File: src/rtl/fetch_unit.sv
// Generic synchronous FIFO with flush; the head entry is read combinationally.
// Latency: a pushed entry reaches the head output on the cycle after the push.
// Backpressure: a push while full lands only alongside a pop; a pop while empty is ignored.
module sync_fifo #(
    parameter int WIDTH = 32,
    parameter int DEPTH = 2
) (
    input  logic                     clk,
    input  logic                     reset,
    input  logic                     clear,
    input  logic                     push_vld,
    input  logic [WIDTH-1:0]         push_dat,
    input  logic                     pop_rdy,
    output logic [WIDTH-1:0]         head_dat,
    output logic [$clog2(DEPTH):0]   count
);
    localparam int AW = $clog2(DEPTH);

    logic [WIDTH-1:0] mem_q [DEPTH];
    logic [WIDTH-1:0] mem_d [DEPTH];
    logic [AW-1:0]    rd_ptr_q, rd_ptr_d;
    logic [AW-1:0]    wr_ptr_q, wr_ptr_d;
    logic [AW:0]      count_q, count_d;
    logic             empty, full, do_push, do_pop;

    assign empty   = (count_q == '0);
    assign full    = (count_q == (AW+1)'(DEPTH));
    assign do_pop  = pop_rdy && !empty;
    assign do_push = push_vld && (!full || do_pop);

    // Pointers wrap naturally because DEPTH is a power of two.
    always_comb begin
        mem_d    = mem_q;
        rd_ptr_d = rd_ptr_q;
        wr_ptr_d = wr_ptr_q;
        count_d  = count_q;
        if (clear) begin
            rd_ptr_d = '0;
            wr_ptr_d = '0;
            count_d  = '0;
        end else begin
            if (do_push) begin
                mem_d[wr_ptr_q] = push_dat;
                wr_ptr_d        = wr_ptr_q + AW'(1);
            end
            if (do_pop) begin
                rd_ptr_d = rd_ptr_q + AW'(1);
            end
            count_d = count_q + (AW+1)'(do_push) - (AW+1)'(do_pop);
        end
    end

    always_ff @(posedge clk) begin
        if (reset) begin
            for (int i = 0; i < DEPTH; i++) begin
                mem_q[i] <= '0;
            end
            rd_ptr_q <= '0;
            wr_ptr_q <= '0;
            count_q  <= '0;
        end else begin
            mem_q    <= mem_d;
            rd_ptr_q <= rd_ptr_d;
            wr_ptr_q <= wr_ptr_d;
            count_q  <= count_d;
        end
    end

    assign head_dat = mem_q[rd_ptr_q];
    assign count    = count_q;
endmodule

// RV32I fetch stage: owns the PC, issues imem word reads and buffers {pc, word} for the decoder.
// Latency: response to decoder 1 cycle; first redirected request 1 cycle after the last stale response.
// Backpressure: requests need a free slot counting buffered plus in-flight words; decoder stalls hold the FIFO.
module fetch_unit #(
    parameter logic [31:0] RESET_PC = 32'h0000_0000,
    parameter int          DEPTH    = 2
) (
    input  logic        clk,
    input  logic        reset,
    output logic        imem_req_valid,
    input  logic        imem_req_ready,
    output logic [31:0] imem_addr,
    input  logic        imem_rsp_valid,
    input  logic [31:0] imem_rsp_data,
    input  logic        redirect_valid,
    input  logic [31:0] redirect_pc,
    output logic        instr_valid,
    input  logic        instr_ready,
    output logic [31:0] instruction,
    output logic [31:0] instr_pc
);
    localparam int CW = $clog2(DEPTH) + 1;

    typedef enum logic {
        FETCH = 1'b0,
        FLUSH = 1'b1
    } state_e;

    typedef struct packed {
        logic [31:0] pc;
        logic [31:0] word;
    } entry_t;

    state_e        state_q, state_d;
    logic [31:0]   pc_q, pc_d;
    logic [CW-1:0] drop_cnt_q, drop_cnt_d;

    logic [CW-1:0] fifo_count;
    logic [CW-1:0] outstanding;
    logic [CW-1:0] outstanding_nxt;
    logic [CW:0]   credits_used;
    logic          req_fire, rsp_pop, rsp_drop, rsp_keep, instr_pop, fifo_empty;
    logic [31:0]   rsp_addr;
    entry_t        push_entry, head_entry;

    // Buffered words plus in-flight requests never exceed DEPTH, so a response always has a slot.
    assign credits_used   = {1'b0, fifo_count} + {1'b0, outstanding};
    assign imem_req_valid = !reset && (state_q == FETCH) && (credits_used < (CW+1)'(DEPTH));
    assign imem_addr      = pc_q;
    assign req_fire       = imem_req_valid && imem_req_ready;

    assign rsp_pop         = imem_rsp_valid && (outstanding != '0);
    assign outstanding_nxt = outstanding + CW'(req_fire) - CW'(rsp_pop);
    assign rsp_drop        = imem_rsp_valid && ((drop_cnt_q != '0) || redirect_valid);
    assign rsp_keep        = imem_rsp_valid && !rsp_drop;

    assign fifo_empty  = (fifo_count == '0);
    assign instr_valid = !reset && !fifo_empty && !redirect_valid;
    assign instr_pop   = instr_valid && instr_ready;
    assign instruction = head_entry.word;
    assign instr_pc    = head_entry.pc;

    assign push_entry.pc   = rsp_addr;
    assign push_entry.word = imem_rsp_data;

    // The address queue's occupancy is the outstanding-request count.
    sync_fifo #(
        .WIDTH (32),
        .DEPTH (DEPTH)
    ) u_addr_q (
        .clk      (clk),
        .reset    (reset),
        .clear    (1'b0),
        .push_vld (req_fire),
        .push_dat (pc_q),
        .pop_rdy  (imem_rsp_valid),
        .head_dat (rsp_addr),
        .count    (outstanding)
    );

    sync_fifo #(
        .WIDTH ($bits(entry_t)),
        .DEPTH (DEPTH)
    ) u_instr_q (
        .clk      (clk),
        .reset    (reset),
        .clear    (redirect_valid),
        .push_vld (rsp_keep),
        .push_dat (push_entry),
        .pop_rdy  (instr_pop),
        .head_dat (head_entry),
        .count    (fifo_count)
    );

    always_comb begin
        state_d    = state_q;
        pc_d       = pc_q;
        drop_cnt_d = drop_cnt_q;
        if (req_fire) begin
            pc_d = pc_q + 32'd4;
        end
        if (imem_rsp_valid && (drop_cnt_q != '0)) begin
            drop_cnt_d = drop_cnt_q - CW'(1);
        end
        if ((state_q == FLUSH) && (drop_cnt_d == '0)) begin
            state_d = FETCH;
        end
        // Every request still in flight after this cycle is stale, including one firing now.
        if (redirect_valid) begin
            pc_d       = redirect_pc & ~32'd3;
            drop_cnt_d = outstanding_nxt;
            state_d    = (outstanding_nxt != '0) ? FLUSH : FETCH;
        end
    end

    always_ff @(posedge clk) begin
        if (reset) begin
            state_q    <= FETCH;
            pc_q       <= RESET_PC;
            drop_cnt_q <= '0;
        end else begin
            state_q    <= state_d;
            pc_q       <= pc_d;
            drop_cnt_q <= drop_cnt_d;
        end
    end
endmodule
File: config.mk
export PLATFORM = sky130hd
export DESIGN_NAME = fetch_unit
export DESIGN_NICKNAME = d
export VERILOG_FILES = /design/src/rtl/fetch_unit.sv
export SDC_FILE = /design/constraint.sdc
export NUM_CORES = 1
export LEC_CHECK = 0
export CORE_ASPECT_RATIO = 1.5
export CORE_MARGIN = 2
export CORE_UTILIZATION = 32
export DETAILED_ROUTE_END_ITERATION = 10
export DONT_BUFFER_PORTS = 1
export PLACE_DENSITY_LB_ADDON = 0.2
export SLEW_MARGIN = 20
export SYNTH_ARGS = -nofsm -noshare
export SYNTH_HDL_FRONTEND = slang
export SYNTH_HIERARCHICAL = 1
export SYNTH_SLANG_ARGS = --single-unit
File: constraint.sdc
create_clock -name clk -period 3.3 [get_ports clk]
set_input_delay 0.99 -clock clk [delete_from_list [all_inputs] [get_ports clk]]
set_output_delay 0.99 -clock clk [all_outputs]
set_load 0.01 [all_outputs]
==> metrics <==
status finished, final reports clean; # DRC 0; routed via count 7856; Routed WL 28.6 mm; vias in the first global route 8029; clock power share 0.458; largest net degree at the start of global routing 323; setup violators final 0; CTS tree built; Post-synth top cells 291 x nand2b_1, 233 x dfxtp_1, 193 x mux2i_1, 96 x mux2_2, 49 x clkbuf_1; DR WL/cell 17.6 µm; # nets final 1206; CP bufs+invs 2; Tcrit/Tclk final 0.967; HPWL Detailed 18.3 mm; internal power 4.70 mW; IO buf count 0; Max VDD drop 0.000279 V; R2R depth 13; Synthesis Warnings 6; Die ar. 38300 µm²; syn_area_per_cell 10.2 µm²; Final Hold Fails 0; Yosys cell types 62; # diodes 0; Rows 85; number of max-cap violations 0; slew margin rel. 0.448; GP Congestion 0.730; remaining antenna violation count 0; crit path max fanout 6; vias per cell 4.85; H-Tree Depth 1; Crit path required time 2.31 ns; clk buf depth 3; slew at the pin closest to its max-slew limit 0.827 ns; layout cell share with drive strength beyond 1 0.151; Yosys top cell area share 0.397; power per standard cell area 474 nW/µm²; Setup Crit Path Kind reg -> out; Initial Util 0.326; post-CTS setup repair buffer count 0; DIE WIDTH 160 µm; top post-synthesis cells by area dfxtp_1 40%, mux2i_1 16%, nand2b_1 16%, mux2_2 9.2%, clkbuf_1 1.6%; final core occ 0.359; sw power 1.42 mW; Yosys reg bits 233; setup_tns 0 ns; first-pass GRT wire length 45.3 mm; highest clock rate 0.313 GHz; post-synth top area cell dfxtp_1; cts hold-fix bufs 0; grt ovf 0; post-route cell area 12900 µm²; Seq/Total Area, Yosys 0.397; RSZ-0062 raised after global routing false; detailed-router iteration count before antenna repair 4; total track usage 0.146; Syn-to-layout area delta 10.1%; Post-synth top flop dfxtp_1; Min-Delay Path Class reg -> reg; CP endpoint kind output port; CP Cell Sequence and2_1 -> fa_1 -> or4_4 -> inv_2 -> buf_4; Hold Path Depth 2; Worst EP arrival 2.20 ns; die height 239 µm; Async SR Flop Fraction 0; sw frac 0.232; Ports 168; Comb power frac 0.059; count leader, synth nand2b_1; CP Launch Type register; critical path depth in cells 5; Reg power frac 0.483; Slowest-stage cell, CP or4_4; clk_skew 0.0102 ns; core area 36100 µm²; clk root buf clkbuf_16; Slew Limit Fails 0; CP max stage delay 0.48 ns; Synth Instances 1155; mapped cell area 11700 µm²; EDFF count, synth 0; clock sinks 233; Clock Latency Late Sink 0.54 ns; minimum clock period after layout 3.19 ns; number of antenna violations at the first check in global routing 1; total power 6.13 mW; initial DRC count 311; family with the most delay on the worst path simple AND/OR/NAND/NOR gates; post-placement cell area 12100 µm²; Leakage 4.96 nW; CTS Buf Count 26; CTS clk-pin slew, worst paths 0.06 ns; r2r setup slk 0.27 ns
[placed cells by master, fill, tap and decap left out, drive strengths merged, types with 6 or more instances in the layout]
cell type and count:
nor3 13, mux2i 193, ha 8, nor2b 6, a211oi 12, nand3 14
buf 21, dfxtp 233, o21ai 9, conb 9, a311oi 11, mux2 96
and4 8, nand2 11, nand2b 292, or3 9, nor4 10, nor3b 7
clkbuf 42, nand4 16, inv 17, nor2 29, or4 7, xnor2 13
and2 7
[cell families after synthesis]
logic type / after synthesis / synth area share
AO/OA/AOI/OAI: 63 / 0.0417
flip-flops: 233 / 0.397
other: 1 / 0.000319
buffers and inverters: 103 / 0.0489
AND/OR/NAND/NOR: 441 / 0.233
XOR/XNOR: 16 / 0.0119
multiplexers: 289 / 0.257
adder cells (fa/ha/maj): 9 / 0.0102
[final cells by class]
type	instances	area, µm²
well taps	478	598
flip-flops and latches	233	4670
inverters	18	67.6
multi-input cells	827	6560
repair buffers	21	220
clock inverters	2	15.0
fillers	3604	23100
clock buffers	42	802
[power by group through the flow]
| stage | Sequential [mW] | Combinational (mW) | Clock (mW) |
|---|---|---|---|
| after floorplan | 3.00 | 0.344 | 0 |
| after CTS | 2.96 | 0.366 | 2.94 |
| final | 2.96 | 0.361 | 2.81 |
| after global placement | 3.02 | 0.361 | 0 |
| after global routing | 2.97 | 0.397 | 3.06 |
| after detailed placement | 3.02 | 0.364 | 0 |
[registers in the layout, summed over array words and instances, names as in the netlist]
signal / flops
u_addr_q/wr_ptr_q: 1
u_instr_q/rd_ptr_q: 1
u_addr_q/rd_ptr_q: 1
u_instr_q/mem_q: 128
state_q: 1
u_instr_q/count: 2
u_addr_q/mem_q: 64
drop_cnt_q: 2
u_instr_q/wr_ptr_q: 1
u_addr_q/count: 2
imem_addr: 30
[metal layers]
metal	part of all wire	wire, µm	track usage
met1	0.46	13000	0.186
met2	0.47	13400	0.247
met3	0.051	1460	0.0298
met4	0.023	654	0.0478
met5	0	0	0
[worst min-delay path, cell delays in order (launching register included)]
cell,delay [ns]
dfxtp_1,0.31
nand2b_1,0.06
mux2i_1,0.05
[final timing paths]
check,from,endpoint
worst max register to register,u_instr_q/count[0]$_SDFF_PP0_,u_addr_q/count[1]$_SDFF_PP0_
worst max-delay path,u_instr_q/count[0]$_SDFF_PP0_,imem_req_valid
worst min register to register,u_instr_q/mem_q[59]$_SDFFE_PP0P_,u_instr_q/mem_q[59]$_SDFFE_PP0P_
worst min-delay path,u_instr_q/mem_q[59]$_SDFFE_PP0P_,u_instr_q/mem_q[59]$_SDFFE_PP0P_
[through the flow]
step,setup slack (ns),std cells,hold WS (ns)
2_1_floorplan,0.0269,1163,0.445
4_1_cts,0.0163,1621,0.469
3_3_place_gp,0.129,1577,0.455
3_5_place_dp,0.127,1577,0.458
6_report,0.109,1621,0.468
5_1_grt,0.0281,1621,0.480
[what timing repair did]
item / CTS / global route
gates resized for setup: 1 / 1
setup endpoints to repair: 1 / 1
pin swaps: 0 / 1
(Power assumes the default switching activity.)
